<file path="config.mk">
export PLATFORM = sky130hd
export DESIGN_NAME = ksa_controller_flat
export DESIGN_NICKNAME = d
export VERILOG_FILES = /design/src/rtl/ksa_controller_if.sv /design/src/rtl/ksa_controller.sv /design/src/flat_wrapper.sv
export SDC_FILE = /design/constraint.sdc
export NUM_CORES = 1
export LEC_CHECK = 0
export ABC_AREA = 1
export CAP_MARGIN = 20
export CORE_ASPECT_RATIO = 1.4
export CORE_UTILIZATION = 50
export DETAILED_ROUTE_END_ITERATION = 8
export GPL_TIMING_DRIVEN = 0
export PLACE_DENSITY = 0.75
export SYNTH_ARGS = -nofsm -noshare
export SYNTH_HDL_FRONTEND = slang
export SYNTH_SLANG_ARGS = --single-unit
</file>
<file path="constraint.sdc">
create_clock -name clk -period 6.03 [get_ports clk]
set_input_delay 1.809 -clock clk [delete_from_list [all_inputs] [get_ports clk]]
set_output_delay 1.809 -clock clk [all_outputs]
set_load 0.1 [all_outputs]
</file>
<file path="src/rtl/ksa_controller_if.sv">
// ============================================================================
//  ksa_controller_if : start/key handshake and S-box memory bus of the KSA
//  controller. Revision 1.0
// ============================================================================
`default_nettype none

interface ksa_controller_if #(
    parameter int KEY_LEN = 3
);
    logic                   start;
    logic [KEY_LEN*8-1:0]   secret_key;
    logic                   busy;
    logic                   done;
    logic [7:0]             mem_addr;
    logic [7:0]             mem_wrdata;
    logic                   mem_wren;
    logic [7:0]             mem_rddata;

    // master: the controller, which drives the memory bus and status
    modport master (
        input  start, secret_key, mem_rddata,
        output busy, done, mem_addr, mem_wrdata, mem_wren
    );

    // slave: wrapper plus memory, which supply start/key and read data
    modport slave (
        output start, secret_key, mem_rddata,
        input  busy, done, mem_addr, mem_wrdata, mem_wren
    );
endinterface

`default_nettype wire

</file>
<file path="src/rtl/ksa_controller.sv">
// ============================================================================
//  ksa_controller : RC4 key-scheduling sequencer driving a 256x8 single-port
//  S-box memory (fill s[i]=i, then the 256-iteration swap loop).
//  Revision 1.0
// ============================================================================
`default_nettype none

module ksa_controller #(
    parameter int KEY_LEN = 3
) (
    input  logic                clk,
    input  logic                reset_n,
    ksa_controller_if.master    bus
);

    localparam int            KW     = (KEY_LEN > 1) ? $clog2(KEY_LEN) : 1;
    localparam int            KN     = 1 << KW;
    localparam logic [KW-1:0] K_LAST = KW'(KEY_LEN - 1);

    typedef enum logic [3:0] {
        IDLE   = 4'd0,
        INIT   = 4'd1,
        RD_I   = 4'd2,
        LAT_I  = 4'd3,
        CALC_J = 4'd4,
        RD_J   = 4'd5,
        LAT_J  = 4'd6,
        WR_I   = 4'd7,
        WR_J   = 4'd8,
        DRAIN  = 4'd9,
        FIN    = 4'd10
    } state_t;

    state_t                 state;
    logic [7:0]             i;
    logic [7:0]             j;
    logic [KW-1:0]          k;
    logic [7:0]             si;
    logic [7:0]             sj;
    logic [KEY_LEN*8-1:0]   key_r;
    logic [7:0]             key_bytes [KN];
    logic [7:0]             j_next;

    // key[0] is the most significant byte; unused slots of the
    // power-of-two table read as zero and are never selected
    generate
        for (genvar n = 0; n < KN; n++) begin : g_key
            if (n < KEY_LEN) begin : g_byte
                assign key_bytes[n] = key_r[(KEY_LEN-1-n)*8 +: 8];
            end else begin : g_pad
                assign key_bytes[n] = 8'h00;
            end
        end
    endgenerate

    assign j_next = j + si + key_bytes[k];

    // Outputs are registered: each transition loads the bus values for the
    // state being entered, so the memory sees them during that state's cycle.
    always_ff @(posedge clk or negedge reset_n) begin
        if (!reset_n) begin
            state          <= IDLE;
            i              <= 8'd0;
            j              <= 8'd0;
            k              <= '0;
            si             <= 8'd0;
            sj             <= 8'd0;
            key_r          <= '0;
            bus.mem_addr   <= 8'd0;
            bus.mem_wrdata <= 8'd0;
            bus.mem_wren   <= 1'b0;
            bus.busy       <= 1'b0;
            bus.done       <= 1'b0;
        end else begin
            case (state)
                IDLE, FIN: begin
                    if (bus.start) begin
                        state          <= INIT;
                        key_r          <= bus.secret_key;
                        i              <= 8'd0;
                        j              <= 8'd0;
                        k              <= '0;
                        bus.mem_addr   <= 8'd0;
                        bus.mem_wrdata <= 8'd0;
                        bus.mem_wren   <= 1'b1;
                        bus.busy       <= 1'b1;
                        bus.done       <= 1'b0;
                    end
                end
                INIT: begin
                    if (i == 8'hFF) begin
                        state          <= RD_I;
                        i              <= 8'd0;
                        bus.mem_addr   <= 8'd0;
                        bus.mem_wrdata <= 8'd0;
                        bus.mem_wren   <= 1'b0;
                    end else begin
                        i              <= i + 8'd1;
                        bus.mem_addr   <= i + 8'd1;
                        bus.mem_wrdata <= i + 8'd1;
                    end
                end
                RD_I: begin
                    state <= LAT_I;
                end
                LAT_I: begin
                    si    <= bus.mem_rddata;
                    state <= CALC_J;
                end
                CALC_J: begin
                    j            <= j_next;
                    bus.mem_addr <= j_next;
                    state        <= RD_J;
                end
                RD_J: begin
                    state <= LAT_J;
                end
                LAT_J: begin
                    sj             <= bus.mem_rddata;
                    bus.mem_addr   <= i;
                    bus.mem_wrdata <= bus.mem_rddata;
                    bus.mem_wren   <= 1'b1;
                    state          <= WR_I;
                end
                WR_I: begin
                    bus.mem_addr   <= j;
                    bus.mem_wrdata <= si;
                    state          <= WR_J;
                end
                WR_J: begin
                    bus.mem_wren   <= 1'b0;
                    bus.mem_wrdata <= 8'd0;
                    i              <= i + 8'd1;
                    k              <= (k == K_LAST) ? '0 : k + KW'(1);
                    if (i == 8'hFF) begin
                        state        <= DRAIN;
                        bus.mem_addr <= 8'd0;
                    end else begin
                        state        <= RD_I;
                        bus.mem_addr <= i + 8'd1;
                    end
                end
                // one quiet cycle after the final swap write before done
                DRAIN: begin
                    bus.busy <= 1'b0;
                    bus.done <= 1'b1;
                    state    <= FIN;
                end
                default: begin
                    state <= IDLE;
                end
            endcase
        end
    end

    a_wr_i_data: assert property (@(posedge clk) disable iff (!reset_n)
        (state == WR_I) |-> (bus.mem_wren && bus.mem_wrdata == sj));

    a_wren_states: assert property (@(posedge clk) disable iff (!reset_n)
        bus.mem_wren |-> (state == INIT || state == WR_I || state == WR_J));

    a_busy_done_excl: assert property (@(posedge clk) disable iff (!reset_n)
        !(bus.busy && bus.done));

endmodule

`default_nettype wire
</file>
<file path="src/flat_wrapper.sv">
// flat-port wrapper written by rule: the top's interface ports become plain ports
module ksa_controller_flat 
#(
    parameter int KEY_LEN = 3
)
  (clk, reset_n, bus_start, bus_secret_key, bus_mem_rddata, bus_busy, bus_done, bus_mem_addr, bus_mem_wrdata, bus_mem_wren);
  ksa_controller_if #(.KEY_LEN(KEY_LEN)) bus_i ();
  input  logic clk;
  input  logic reset_n;
  input wire logic [$bits(bus_i.start)-1:0] bus_start;
  input wire logic [$bits(bus_i.secret_key)-1:0] bus_secret_key;
  input wire logic [$bits(bus_i.mem_rddata)-1:0] bus_mem_rddata;
  output wire logic [$bits(bus_i.busy)-1:0] bus_busy;
  output wire logic [$bits(bus_i.done)-1:0] bus_done;
  output wire logic [$bits(bus_i.mem_addr)-1:0] bus_mem_addr;
  output wire logic [$bits(bus_i.mem_wrdata)-1:0] bus_mem_wrdata;
  output wire logic [$bits(bus_i.mem_wren)-1:0] bus_mem_wren;
  assign bus_i.start = bus_start;
  assign bus_i.secret_key = bus_secret_key;
  assign bus_i.mem_rddata = bus_mem_rddata;
  assign bus_busy = bus_i.busy;
  assign bus_done = bus_i.done;
  assign bus_mem_addr = bus_i.mem_addr;
  assign bus_mem_wrdata = bus_i.mem_wrdata;
  assign bus_mem_wren = bus_i.mem_wren;
  ksa_controller #(.KEY_LEN(KEY_LEN)) u_core (.clk(clk), .reset_n(reset_n), .bus(bus_i));
endmodule
</file>
## Word level (Yosys, flattened, before mapping)

Cells that the tools add are included.

- Register bits after elaboration: 73
- Bits of input ports: 35
- Output and inout port bits: 19

- Add/sub/neg operators: 4
- $lt $le $gt $ge: 1
- Equal/unequal tests: 14
- Muxes and demuxes: 22
- Bitwise operators: 1
- Reduce and logical (&&, ||, !) cells: 19

Operator list:

| cell | count |
|---|---|
| 8-bit case mux with 5 select lines | 2 |
| 4-bit case mux with 10 select lines | 1 |
| 8-bit 2-to-1 mux | 4 |
| 8-bit case mux with 3 select lines | 1 |
| 8-bit adder | 2 |
| 8-bit binary-select mux with 2-bit select | 1 |
| 4-bit by 3-bit == test with 1-bit output, second input constant | 4 |
| 8-bit case mux with 2 select lines | 1 |
| 2-bit AND reduction | 8 |
| 4-bit == test, second input constant | 3 |
| 4-bit 2-to-1 mux | 3 |
| 5-bit nonzero test | 2 |
| 8-bit by 1-bit adder with 8-bit output, second input constant | 1 |
| 4-bit by 2-bit == test with 1-bit output, second input constant | 2 |
| 8-bit == test, second input constant | 1 |
| 2-bit nonzero test | 3 |
| 4-bit by 1-bit == test with 1-bit output, second input constant | 1 |
| 4-bit logical NOT | 1 |
| 2-bit 2-to-1 mux | 2 |
| 1-bit case mux with 2 select lines | 2 |
| 1-bit case mux with 4 select lines | 1 |
| 2-bit case mux with 2 select lines | 1 |
| 4-bit nonzero test | 1 |
| 2-bit OR reduction | 2 |
| other kinds (9) | 11 |

## Longest topological paths before layout

- Word-level depth: 6
- Gate-level depth with buffers: 16
- Mapped depth without buffers: 16

## Least setup slack after synthesis

Ideal clock, no wire load.

- Path type: register -> output
- Start point: register u_core.bus.mem_addr[0]
- End point: output port bus_mem_addr[0]
- Data arrival time: 0.898 ns
- Data required time: 4.221 ns
- Slack: 3.323 ns
- Cell stages (with the launch flop): 1
- Buffers on the path: 0
- Path through: dfrtp_1

RTL lines:

| element | RTL line | text |
|---|---|---|
| start, declared | ksa_controller_if.sv:22 | `output busy, done, mem_addr, mem_wrdata, mem_wren` |
| start signal, assigned | ksa_controller.sv:99 | `bus.mem_addr <= i + 8'd1;` |
| start signal, assigned | ksa_controller.sv:112 | `bus.mem_addr <= j_next;` |
| start signal, assigned | ksa_controller.sv:120 | `bus.mem_addr <= i;` |
| end, declared | flat_wrapper.sv:15 | `output wire logic [$bits(bus_i.mem_addr)-1:0] bus_mem_addr;` |

No word-level cell between the ends.

## Worst setup path after layout

- Start point: register u_core.bus.mem_addr[6]
- End point: output port bus_mem_addr[6]

No word-level cell between the ends.

==> flow_summary.ini <==
[cts]
numCtsBuffers = 9
cts_resized = 0
cts_htree_levels = 3
post_cts_buffers = 0
cts_tree = built
root_buffer = clkbuf_8
clk_latency_ns = 0.36
path_clk_slew_ns = 0.07
cts_sinks = 73
ctsHoldBuffers = 0
cts.path.max_buffers = 2

[yosys]
synthesis.nets = 568
yosys_warnings = 0
synthFlopType = dfrtp_1
yosysSeqAreaShare_pct = 45.8
synth.avg_cell_area_um2 = 7.70
async_flop_share_pct = 100
syn_area_um2 = 3990
ys_seq_elements = 73
synth-edff-count = 0
synth_cell_types = 35
syn_inst = 518

[timing]
tightest_slew_ns = 0.965
clock.fmax_mhz = 271
rsz0062_at_grt = false
setup_viol = 0
fin_setup_tns_ns = 0
hold_viol_final = 0
skew_ns = 0.00700
min_period_ns = 3.69
relSlewSlack_pct = 35.4
finalCritPeriodShare_pct = 61.3
maxSlewViolCount = 0

[floorplan]
core_area_um2 = 7750
die_w_um = 77.5
die-area_um2 = 8340
rows = 38
io_pins = 54
die_h_um = 108
start_util_pct = 51.5

[drt]
drt_pre_antenna_iters = 5
wirelength_um = 9460
drt_iter0_drc = 212
routedWlPerCell_um = 13.7
via_count = 3529
routed_via_density = 5.13
drc_errors = 0
ant_nets = 0

[setup_path]
worstPathArrival_ns = 1.89
critical-path-top-delay-family = buffers and inverters
path_cells = clkdlybuf4s50_1
crit_required_ns = 4.22
critical_path_class = reg2out
critPathLaunchType = register
crit_buf_inv = 1
end_kind = primary output
slowest_delay_ns = 1.14
critPathSlowestCell = clkdlybuf4s50_1
critPathMaxFanout = 2

[placed_design]
place_area_um2 = 4670
portBuffers = 53
placedCellCount = 672
hpwl_um = 7240
place.gp.congestion = 0.916

[finish]
diodes = 0
nets = 633
final_cell_count_no_fill = 688
drive_above_1_share_pct = 6.97
final_area_um2 = 4820
syn2layout_area_growth_pct = 21.0
fin_util_pct = 62.2

[global_routing]
grt_use_total_pct = 25.3
grt_pass1_vias = 3492
grt_remaining_overflow = 0
grt_pass1_wl_um = 16100
grt_max_degree = 74
antenna_found_initial = 0

[worst_hold_path]
worstHoldPathType = reg2reg

[run_status]
status = completed

[flow_run]
drv_cap = 0
[flip-flops by register name, summed over array words and instances, names as in the netlist]
| name | count |
|---|---|
| u_core.bus.busy | 1 |
| u_core.bus.done | 1 |
| u_core.bus.mem_addr | 8 |
| u_core.bus.mem_wrdata | 8 |
| u_core.bus.mem_wren | 1 |
| u_core.i | 8 |
| u_core.j | 8 |
| u_core.k | 2 |
| u_core.key_r | 24 |
| u_core.si | 8 |
| u_core.state | 4 |
[synthesized netlist by cell type, drive strengths merged, types with 2 or more instances]
library cell | instances | area, µm²
o21ai | 36 | 184
xor2 | 4 | 35.0
fa | 8 | 160
a21oi | 9 | 45.0
nor3 | 3 | 20.0
inv | 68 | 255
o21bai | 2 | 15.0
nor2 | 34 | 145
clkbuf | 2 | 7.51
dfrtp | 73 | 1830
nand2 | 201 | 779
nand3b | 2 | 15.0
o22ai | 11 | 68.8
nand3 | 39 | 200
nand4 | 5 | 31.3
ha | 7 | 87.6
or2 | 2 | 12.5
buf | 6 | 53.8
[path summary, 6_finish.rpt]
path / cells past startpoint / from / slack (ns) / to
min: 2 / u_core.bus.mem_wrdata[7] / 0.47 / u_core.bus.mem_wrdata[7]
max reg2reg: 14 / u_core.k[0] / 3.11 / u_core.bus.mem_addr[3]
max: 1 / u_core.bus.mem_addr[6] / 2.34 / bus_mem_addr[6]
min in group asynchronous: 2 / reset_n / 1.45 / u_core.bus.mem_wrdata[4]
min reg2reg: 2 / u_core.bus.mem_wrdata[7] / 0.47 / u_core.bus.mem_wrdata[7]
max in group asynchronous: 2 / reset_n / 4.28 / u_core.key_r[16]
[per-stage QoR]
step,hold slack [ns],worst slack [ns]
floorplan,0.449,3.32
global placement,0.453,0.660
detailed placement,0.458,2.73
CTS,0.477,2.34
global route,0.507,2.29
finish,0.472,2.34
[logic make-up (layout without fill, tap and decap cells)]
group	after synthesis	after routing	share of synthesized area [%]
adders and majority gates	15	15	6.21
buffers and inverters	77	147	8.03
DFF	73	73	45.8
and+or+nand+nor	286	286	30.2
AOI/OAI and AO/OA	62	62	8.66
xor gates and xnor gates	5	5	1.10
[metal layers]
metal  share of wire [%]  vias to the layer above  GRT usage, %
li1                    -                     1772             -
met1                  41                     1626          29.9
met2                  52                      105          44.1
met3                 4.2                       26          4.15
met4                 3.0                        0          12.8
met5                   0                        -             0
[final cells by class]
type / instances / area [µm²]
Multi-Input combinational cell: 368 / 1840
Fill cell: 705 / 2930
Tap cell: 100 / 125
Timing Repair Buffer: 54 / 556
Clock buffer: 12 / 135
Clock inverter: 4 / 20.0
Inverter: 69 / 259
Buffer: 8 / 61.3
Sequential cell: 73 / 1830
[placed cells by master, fill, tap and decap left out, types with 2 or more instances in the layout]
cell type,Yosys,layout
nor2_2,4,4
buf_4,2,3
nand3b_1,2,2
clkbuf_1,2,5
o22ai_1,11,11
xor2_1,4,4
nand2_4,2,2
buf_6,3,3
a21oi_1,9,9
o21ai_0,27,27
nand2_2,4,4
inv_1,64,64
dfrtp_1,73,73
clkinv_2,0,4
clkbuf_8,0,9
fa_1,8,8
nor2_1,29,29
inv_2,4,4
o21bai_1,2,2
clkdlybuf4s50_1,0,52
o21ai_1,8,8
nand4_1,5,5
nand2_1,195,195
ha_1,7,7
nand3_1,38,38
or2_2,2,2
nor3_1,2,2
Power is left out: the tool's default activity adds up to more than one toggle a clock period on the data nets, which glitch-free logic cannot reach.
